File: src/rtl/wb_rr_arbiter.sv
// Two-master, one-slave Wishbone B4 classic arbiter with round-robin tie-break and cyc-held ownership.
// Optional slave watchdog enabled by defining WB_ARB_TIMEOUT_EN.
module wb_rr_arbiter #(
  parameter int DATA_WIDTH  = 128,
  parameter int ADDR_WIDTH  = 32,
  parameter int GRANULARITY = 8,
  parameter int TIMEOUT     = 255
) (
  input  logic                              clk,
  input  logic                              rst,
  input  logic [ADDR_WIDTH-1:0]             m0_adr_i,
  input  logic [DATA_WIDTH-1:0]             m0_dat_i,
  output logic [DATA_WIDTH-1:0]             m0_dat_o,
  input  logic                              m0_we_i,
  input  logic [DATA_WIDTH/GRANULARITY-1:0] m0_sel_i,
  input  logic                              m0_stb_i,
  input  logic                              m0_cyc_i,
  output logic                              m0_ack_o,
  output logic                              m0_err_o,
  input  logic [ADDR_WIDTH-1:0]             m1_adr_i,
  input  logic [DATA_WIDTH-1:0]             m1_dat_i,
  output logic [DATA_WIDTH-1:0]             m1_dat_o,
  input  logic                              m1_we_i,
  input  logic [DATA_WIDTH/GRANULARITY-1:0] m1_sel_i,
  input  logic                              m1_stb_i,
  input  logic                              m1_cyc_i,
  output logic                              m1_ack_o,
  output logic                              m1_err_o,
  output logic [ADDR_WIDTH-1:0]             s_adr_o,
  output logic [DATA_WIDTH-1:0]             s_dat_o,
  input  logic [DATA_WIDTH-1:0]             s_dat_i,
  output logic                              s_we_o,
  output logic [DATA_WIDTH/GRANULARITY-1:0] s_sel_o,
  output logic                              s_stb_o,
  output logic                              s_cyc_o,
  input  logic                              s_ack_i,
  input  logic                              s_err_i,
  output logic [1:0]                        grant_o
);

  localparam int SW = DATA_WIDTH / GRANULARITY;

  if (TIMEOUT < 1 || TIMEOUT > 65535) begin : g_bad_timeout
    $error("wb_rr_arbiter: TIMEOUT must be within 1..65535");
  end

  // Encoding doubles as the one-hot grant vector.
  typedef enum logic [1:0] {
    IDLE = 2'b00,
    OWN0 = 2'b01,
    OWN1 = 2'b10
  } state_t;

  state_t state, state_next;
  logic   last, last_next;   // last winner: 0 = m0, 1 = m1

  // NOTE: state registers use non-blocking assignments so every flop samples pre-edge values.
  always_ff @(posedge clk) begin
    if (!rst) begin
      state <= IDLE;
      last  <= 1'b1;
    end else begin
      state <= state_next;
      last  <= last_next;
    end
  end

  // NOTE: defaults first so no path through the case leaves a variable unassigned (no latch).
  always_comb begin
    state_next = state;
    last_next  = last;
    unique case (state)
      IDLE: begin
        if (m0_cyc_i && m1_cyc_i) begin
          state_next = last ? OWN0 : OWN1;
          last_next  = ~last;
        end else if (m0_cyc_i) begin
          state_next = OWN0;
          last_next  = 1'b0;
        end else if (m1_cyc_i) begin
          state_next = OWN1;
          last_next  = 1'b1;
        end
      end
      OWN0:    if (!m0_cyc_i) state_next = IDLE;
      OWN1:    if (!m1_cyc_i) state_next = IDLE;
      default: state_next = IDLE;
    endcase
  end

  // Gating with rst blanks the slave side immediately when reset is asserted mid-transfer.
  logic own0, own1, stb_raw, to_hit;
  assign own0    = rst && (state == OWN0);
  assign own1    = rst && (state == OWN1);
  assign stb_raw = (own0 && m0_cyc_i && m0_stb_i) || (own1 && m1_cyc_i && m1_stb_i);

`ifdef WB_ARB_TIMEOUT_EN
  logic [15:0] to_cnt;

  assign to_hit = (to_cnt == 16'(TIMEOUT));

  always_ff @(posedge clk) begin
    if (!rst) begin
      to_cnt <= '0;
    end else if ((state_next != state) || to_hit || s_ack_i || s_err_i) begin
      to_cnt <= '0;
    end else if (stb_raw) begin
      to_cnt <= to_cnt + 16'd1;
    end
  end
`else
  assign to_hit = 1'b0;
`endif

  always_comb begin
    s_adr_o = '0;
    s_dat_o = '0;
    s_we_o  = 1'b0;
    s_sel_o = '0;
    if (own0) begin
      s_adr_o = m0_adr_i;
      s_dat_o = m0_dat_i;
      s_we_o  = m0_we_i;
      s_sel_o = m0_sel_i;
    end else if (own1) begin
      s_adr_o = m1_adr_i;
      s_dat_o = m1_dat_i;
      s_we_o  = m1_we_i;
      s_sel_o = m1_sel_i;
    end
  end

  assign s_cyc_o  = (own0 && m0_cyc_i) || (own1 && m1_cyc_i);
  assign s_stb_o  = stb_raw && !to_hit;
  assign grant_o  = {own1, own0};

  // Responses also require the owner's cyc, so an abandoned cycle never sees a late ack.
  assign m0_ack_o = own0 && m0_cyc_i && s_ack_i;
  assign m1_ack_o = own1 && m1_cyc_i && s_ack_i;
  assign m0_err_o = own0 && ((m0_cyc_i && s_err_i) || to_hit);
  assign m1_err_o = own1 && ((m1_cyc_i && s_err_i) || to_hit);
  assign m0_dat_o = s_dat_i;
  assign m1_dat_o = s_dat_i;

  logic [SW-1:0] unused_sw;
  assign unused_sw = '0;

endmodule

File: config.mk
export PLATFORM = sky130hd
export DESIGN_NAME = wb_rr_arbiter
export DESIGN_NICKNAME = d
export VERILOG_FILES = /design/src/rtl/wb_rr_arbiter.sv
export SDC_FILE = /design/constraint.sdc
export NUM_CORES = 1
export LEC_CHECK = 0
export CAP_MARGIN = 20
export CELL_PAD_IN_SITES_DETAIL_PLACEMENT = 0
export CELL_PAD_IN_SITES_GLOBAL_PLACEMENT = 1
export CORE_AREA = 2 2 364 366
export CTS_BUF_LIST = sky130_fd_sc_hd__clkbuf_16
export CTS_CLUSTER_DIAMETER = 50
export DETAILED_ROUTE_END_ITERATION = 10
export DIE_AREA = 0 0 366 368
export GPL_ROUTABILITY_DRIVEN = 0
export PLACE_DENSITY = 0.42
export SYNTH_ARGS = -nofsm -noshare
export SYNTH_HDL_FRONTEND = slang
export SYNTH_SLANG_ARGS = --single-unit
File: constraint.sdc
create_clock -name clk -period 1.5 [get_ports clk]
set_input_delay 0.225 -clock clk [delete_from_list [all_inputs] [get_ports clk]]
set_output_delay 0.225 -clock clk [all_outputs]
set_load 0.01 [all_outputs]
==> summary.md, run 1 <==
| Metric | Value |
|---|---|
| Status | `complete, but fails checks` |
| Failing checks | `negative setup slack` |
| Cells after Synth | `495` |
| Die area | `0.1347 sq mm` |
| Vias per cell | `2.270` |
| All-Layer GR Usage | `11.88%` |
| CP startpoint | `state[1]$_SDFFE_PN0P_` |
| CP Launch Type | `flop` |
| Total Power | `3848 uW` |
| CTS H-tree lvls | `1` |
| CTS tree | `yes` |
| Longest Clk Path Bufs | `2` |
| Setup crit end kind | `output port` |
| Final Cell Area | `0.01325 sq mm` |
| Leading area contributor after synthesis | `buf_4` |
| Max IR drop VDD | `0.0003530 V` |
| Worst path required time | `1270 ps` |
| Reg clk slew, reported paths | `30 ps` |
| Final worst slack | `-533.6 ps` |
| Main flop type after synthesis | `dfxtp_1` |
| First-pass GRT wire length | `98740 um` |
| Seq cells post-synth | `3` |
| Vias in the first global route | `6372` |
| CP Data Arrival Time | `1810 ps` |
| Hold Crit Start | `m0_cyc_i` |
| Synth cell types | `17` |
| Cts hold-fix bufs | `0` |
| Leak Pwr | `0.005014 uW` |
| Final hold vios | `0` |
| Layout area overhead | `233.2%` |
| Worst-margin pin slew | `327.7 ps` |
| RR Startpoint | `state[1]$_SDFFE_PN0P_` |
| FFs w/ async S/R, synth | `0%` |
| Mapped Area | `0.003975 sq mm` |
| DRT iter0 DRCs | `267` |
| Mapped Avg Cell Area | `8.030 sq um` |
| Final core occ | `10.13%` |
| Clk_lat worst skew | `230 ps` |
| Core area | `0.1308 sq mm` |
| Die Ht | `368 um` |
| Layout fillers | `15100` |
| Row cnt | `133` |
| Syn nets | `985` |
| Io pins | `931` |
| Ranking of synthesized cells by area | `buf_4 (49%), a22o_1 (39%), buf_6 (4.2%)` |
| Post-route DRC | `0` |
| RSZ-0062 raised after global routing | `yes` |
| DR WL/cell | `31.94 um` |
| Setup tns final | `-78110 ps` |
| Layout cells sized above 1 | `48.72%` |
| Worst Hold Class | `input port to flop` |
| Clock Skew | `1.123 ps` |
| Post-DP Area | `0.01088 sq mm` |
| Top-count cell post-synth | `buf_4` |
| Fmax | `0.4917 GHz` |
| Nets | `1351` |
| Min Tclk post-route | `2034 ps` |
| CP Max Fanout | `6` |
| CTS Sinks | `3` |
| Hold Path End | `state[0]$_SDFFE_PN0P_` |
| R2R Path End | `last$_SDFFE_PN1P_` |
| R2R Setup Slk | `200 ps` |
| Top cells by instance count after synthesis | `buf_4 (258), a22o_1 (177), buf_2 (25)` |
| Die X | `366 um` |
| Clock root buffer | `clkbuf_16` |
| GRT overflow | `0` |
| Synth top area share | `48.73%` |
| Post-DRT Antenna Nets | `0` |
| Setup violators final | `185` |
| DR vias | `5955` |
| Slew HR | `78.08%` |
| Initial DRT Pass Iterations | `4` |
| Initial antenna violation count | `46` |
| WHS Path Cells | `2` |
| Pwr Density | `290.5 mW/mm^2` |
| Register area share after synthesis | `1.511%` |
| Starting Density | `3.039%` |
| Fin. max-slew vios | `0` |
| Max-Cap Viols | `0` |
| Final wirelength | `83770 um` |
| Port Buffer Count | `546` |
| YS warnings | `0` |
| Period utilization | `135.6%` |
| Largest net degree at the start of global routing | `21` |
| WS Path Type | `flop to output port` |
| Reg2Reg Depth | `4` |
| Hpwl dp | `73140 um` |
| Number of synthesized flops with an enable pin | `0` |
| Total CTS buffers | `3` |
## critical path, stage by stage (launching register included)
cell and delay, ps:
dfxtp_2 310, and3b_4 220, buf_12 150, buf_16 150, buf_12 150, clkbuf_16 160
a22o_4 270, buf_12 130
## registers in the layout, indices dropped and copies added, names as in the netlist
register / flops
state: 2
last: 1
## power by group
part | internal [uW] | switching, uW | leakage (uW)
clock network | 344 | 77.4 | 0.0000423
logic | 2050 | 1280 | 0.00495
registers | 87.6 | 4.28 | 0.0000255
total | 2480 | 1360 | 0.00501
## cells by family (layout without fill, tap and decap cells)
kind of cell    count (synthesis)  in the layout  synth area share [%]
flops                           3              3                 1.511
simple gates                   13             13                 2.613
other cells                     0              8                     0
compound gates                180            180                 39.66
buf+inv                       299            664                 56.22
## what timing repair did
item,4_1_cts,5_1_grt
gates resized for setup,467,55
buffers inserted,48,8
pin swaps,67,48
cloned,26,3
endpoints found under the setup margin,185,185
## area by class of cell
class / count / area (sq um) / area share, %
Timing Repair Buffer: 659 / 8244 / 62.24
Antenna cell: 8 / 20.02 / 0.1511
Clock inverter: 1 / 3.754 / 0.02834
Clock buffer: 3 / 75.07 / 0.5667
Inverter: 1 / 3.754 / 0.02834
Sequential cell: 3 / 62.56 / 0.4723
Tap cell: 1755 / 2196 / 16.58
Multi-Input combinational cell: 193 / 2641 / 19.94
## cells in the final DEF (no fill, tap or decap)
cell and instances:
or3b_2 1, a22o_1 71, dfxtp_1 1, nor2b_1 1, a21o_4 1, diode_2 8, buf_12 130, and3_4 2
nor4bb_1 2, buf_2 47, buf_8 12, and4b_2 1, and2_4 2, buf_4 16, and3b_1 1, a32oi_1 1
clkdlybuf4s50_1 359, and3b_4 2, inv_1 2, a22o_4 106, buf_6 65, dfxtp_2 2, a32o_2 1, buf_16 25
dlygate4sd2_1 2, clkbuf_16 6, nor3b_1 1
## metrics by stage
| step | instances | setup slack, ps | hold WS, ps |
|---|---|---|---|
| 2_1_floorplan | 495 | 99.57 | 349.1 |
| 3_3_place_gp | 2539 | -855.1 | 450.1 |
| 3_5_place_dp | 2539 | -874.6 | 450.1 |
| 4_1_cts | 2617 | -558.7 | 443.2 |
| 5_1_grt | 2615 | -581.1 | 450.1 |
| 6_report | 2623 | -533.6 | 442.7 |
## layer usage
metal	track usage, %	vias to the layer above	wire length [um]
met5	0.3917	-	422
met4	1.425	58	1484
met3	9.046	128	14050
met2	18.91	673	37310
met1	12.77	2775	30510
li1	-	2321	-
## how the worst max path moves through the flow
stage               cells after the start      endpoint
detailed placement                      7   s_dat_o[62]
finish                                  7   s_adr_o[28]
CTS                                     7   s_adr_o[13]
global placement                        7   s_dat_o[62]
floorplan                               5  s_dat_o[100]
global route                            7   s_dat_o[62]
(Power assumes the default switching activity.)
==> run 2, diff against run 1 <==
PLACE_DENSITY = 0.46   (was 0.42)
==> run 2 against run 1 <==
- the run still ends with negative setup slack left
- sequential power rose by 0.4%
- power rose by 2.6%
- via count fell by 3.7%
- non-clock buffer count rose by 1
- flip-flop and latch count did not move
- utilization rose by 0.20 points
- clock power fell by 1%
- first-iteration DRC count fell by 9.4%
- largest cell class unchanged
==> summary.md, run 2 (synthesized netlist as in run 1, its figures left out) <==
| Metric | Value |
|---|---|
| CTS Sinks | `3` |
| Failing checks | `negative setup slack` |
| Setup tns final | `-78450 ps` |
| Layout cells sized above 1 | `50.41%` |
| Worst-margin pin slew | `288.1 ps` |
| R2R Setup Slk | `220 ps` |
| Slew HR | `80.73%` |
| Min Tclk post-route | `2031 ps` |
| Die Ht | `368 um` |
| Period utilization | `135.4%` |
| Multi-input gate area | `0.002756 sq mm` |
| Pre-CTS WS | `-969.8 ps` |
| Total CTS buffers | `3` |
| Initial antenna violation count | `38` |
| Largest net degree at the start of global routing | `21` |
| First-pass GRT wire length | `98480 um` |
| Clock root buffer | `clkbuf_16` |
| DRT iter0 DRCs | `242` |
| Setup violators final | `185` |
| Placed cell count | `2537` |
| Fin. max-slew vios | `0` |
| Worst Hold Class | `input port to flop` |
| CTS tree | `yes` |
| Nets | `1352` |
| Leading cell type in the layout, fill and taps excluded | `clkdlybuf4s50_1` |
| Longest Clk Path Bufs | `2` |
| Io pins | `931` |
| Port Buffer Count | `546` |
| CTS H-tree lvls | `1` |
| Final wirelength | `85170 um` |
| Die area | `0.1347 sq mm` |
| Pwr Density | `292.1 mW/mm^2` |
| Largest register FFs | `2` |
| Max-Cap Viols | `0` |
| Row cnt | `133` |
| Final Cell Area | `0.01351 sq mm` |
| Most frequent cells in the layout | `clkdlybuf4s50_1 (359), buf_12 (143), a22o_4 (120), a22o_1 (57), buf_6 (54)` |
| WS Path Type | `flop to output port` |
| Top flop regs | `state x2, last x1` |
| Leak Pwr | `0.005148 uW` |
| DR vias | `5735` |
| Post-DP Area | `0.01088 sq mm` |
| Clock Skew | `0.8722 ps` |
| Layout area overhead | `239.8%` |
| Post-route DRC | `0` |
| Setup crit end kind | `output port` |
| CP Launch Type | `flop` |
| Die X | `366 um` |
| Reg clk slew, reported paths | `30 ps` |
| Core area | `0.1308 sq mm` |
| Max IR drop VDD | `0.0003275 V` |
| Finished Layout Cells | `2620` |
| Storage cell area | `62.56 sq um` |
| Initial DRT Pass Iterations | `4` |
| DR WL/cell | `32.51 um` |
| Worst Hold Slack | `317.6 ps` |
| CP Data Arrival Time | `1810 ps` |
| Vias per cell | `2.189` |
| CP Max Fanout | `5` |
| Clk_lat worst skew | `220 ps` |
| Layout fillers | `15050` |
| Vias in the first global route | `5981` |
| GRT overflow | `0` |
| Final hold vios | `0` |
| Post-DRT Antenna Nets | `0` |
| Reg with most FFs | `state` |
| RSZ-0062 raised after global routing | `yes` |
| Fmax | `0.4923 GHz` |
| Worst path required time | `1270 ps` |
| Final worst slack | `-531.4 ps` |
| Hpwl dp | `74100 um` |
| All-Layer GR Usage | `12.04%` |
| Status | `complete, but fails checks` |
| Starting Density | `3.039%` |
[run 2: repair_timing]
| item | 4_1_cts | 5_1_grt |
|---|---|---|
| gates cloned | 24 | 5 |
| buffers inserted | 41 | 15 |
| pin swaps | 96 | 61 |
| endpoints found under the setup margin | 185 | 185 |
| hold buffers | 0 | 0 |
| resized for setup | 442 | 45 |
[run 2: final cells by class]
type | count | area share, %
Antenna cell | 4 | 0.07409
Clock inverter | 1 | 0.02779
Sequential cell | 3 | 0.4631
Clock buffer | 3 | 0.5557
Timing Repair Buffer | 660 | 62.19
Tap cell | 1755 | 16.25
Multi-Input combinational cell | 193 | 20.40
Inverter | 1 | 0.02779
[run 2: per-layer routing]
layer | vias to the layer above | GRT usage [%] | part of all wire [%]
met5 | - | 0.07123 | 0.44
met4 | 56 | 0.5302 | 0.83
met3 | 104 | 9.470 | 17
met2 | 663 | 19.51 | 45
met1 | 2596 | 12.84 | 37
li1 | 2316 | - | -
[run 2: final timing paths]
path / end / cells past startpoint / start
worst max-delay path: s_dat_o[58] / 7 / state[1]$_SDFFE_PN0P_
worst min-delay path: last$_SDFFE_PN1P_ / 2 / rst
worst max register to register: last$_SDFFE_PN1P_ / 4 / state[1]$_SDFFE_PN0P_
worst min register to register: last$_SDFFE_PN1P_ / 2 / last$_SDFFE_PN1P_
[run 2: worst max-delay path, stage by stage, from the launching register on]
cell	delay, ps
dfxtp_2	330
and3b_4	230
buf_12	140
buf_12	140
buf_16	150
buf_6	120
a22o_4	290
buf_12	150
[run 2: report_power, final]
group | leakage [uW] | internal (uW) | switching [uW] | total (uW)
sequential | 0.0000255 | 87.7 | 4.62 | 92.3
clock | 0.0000423 | 344 | 71.6 | 415
combinational | 0.00508 | 2110 | 1330 | 3440
[run 2: through the flow]
stage          power (uW)  util [%]
3_3_place_gp         2942     8.316
3_5_place_dp         2936     8.316
5_1_grt              4135     10.32
4_1_cts              4041     10.20
6_report             3947     10.33
2_1_floorplan        1281         -
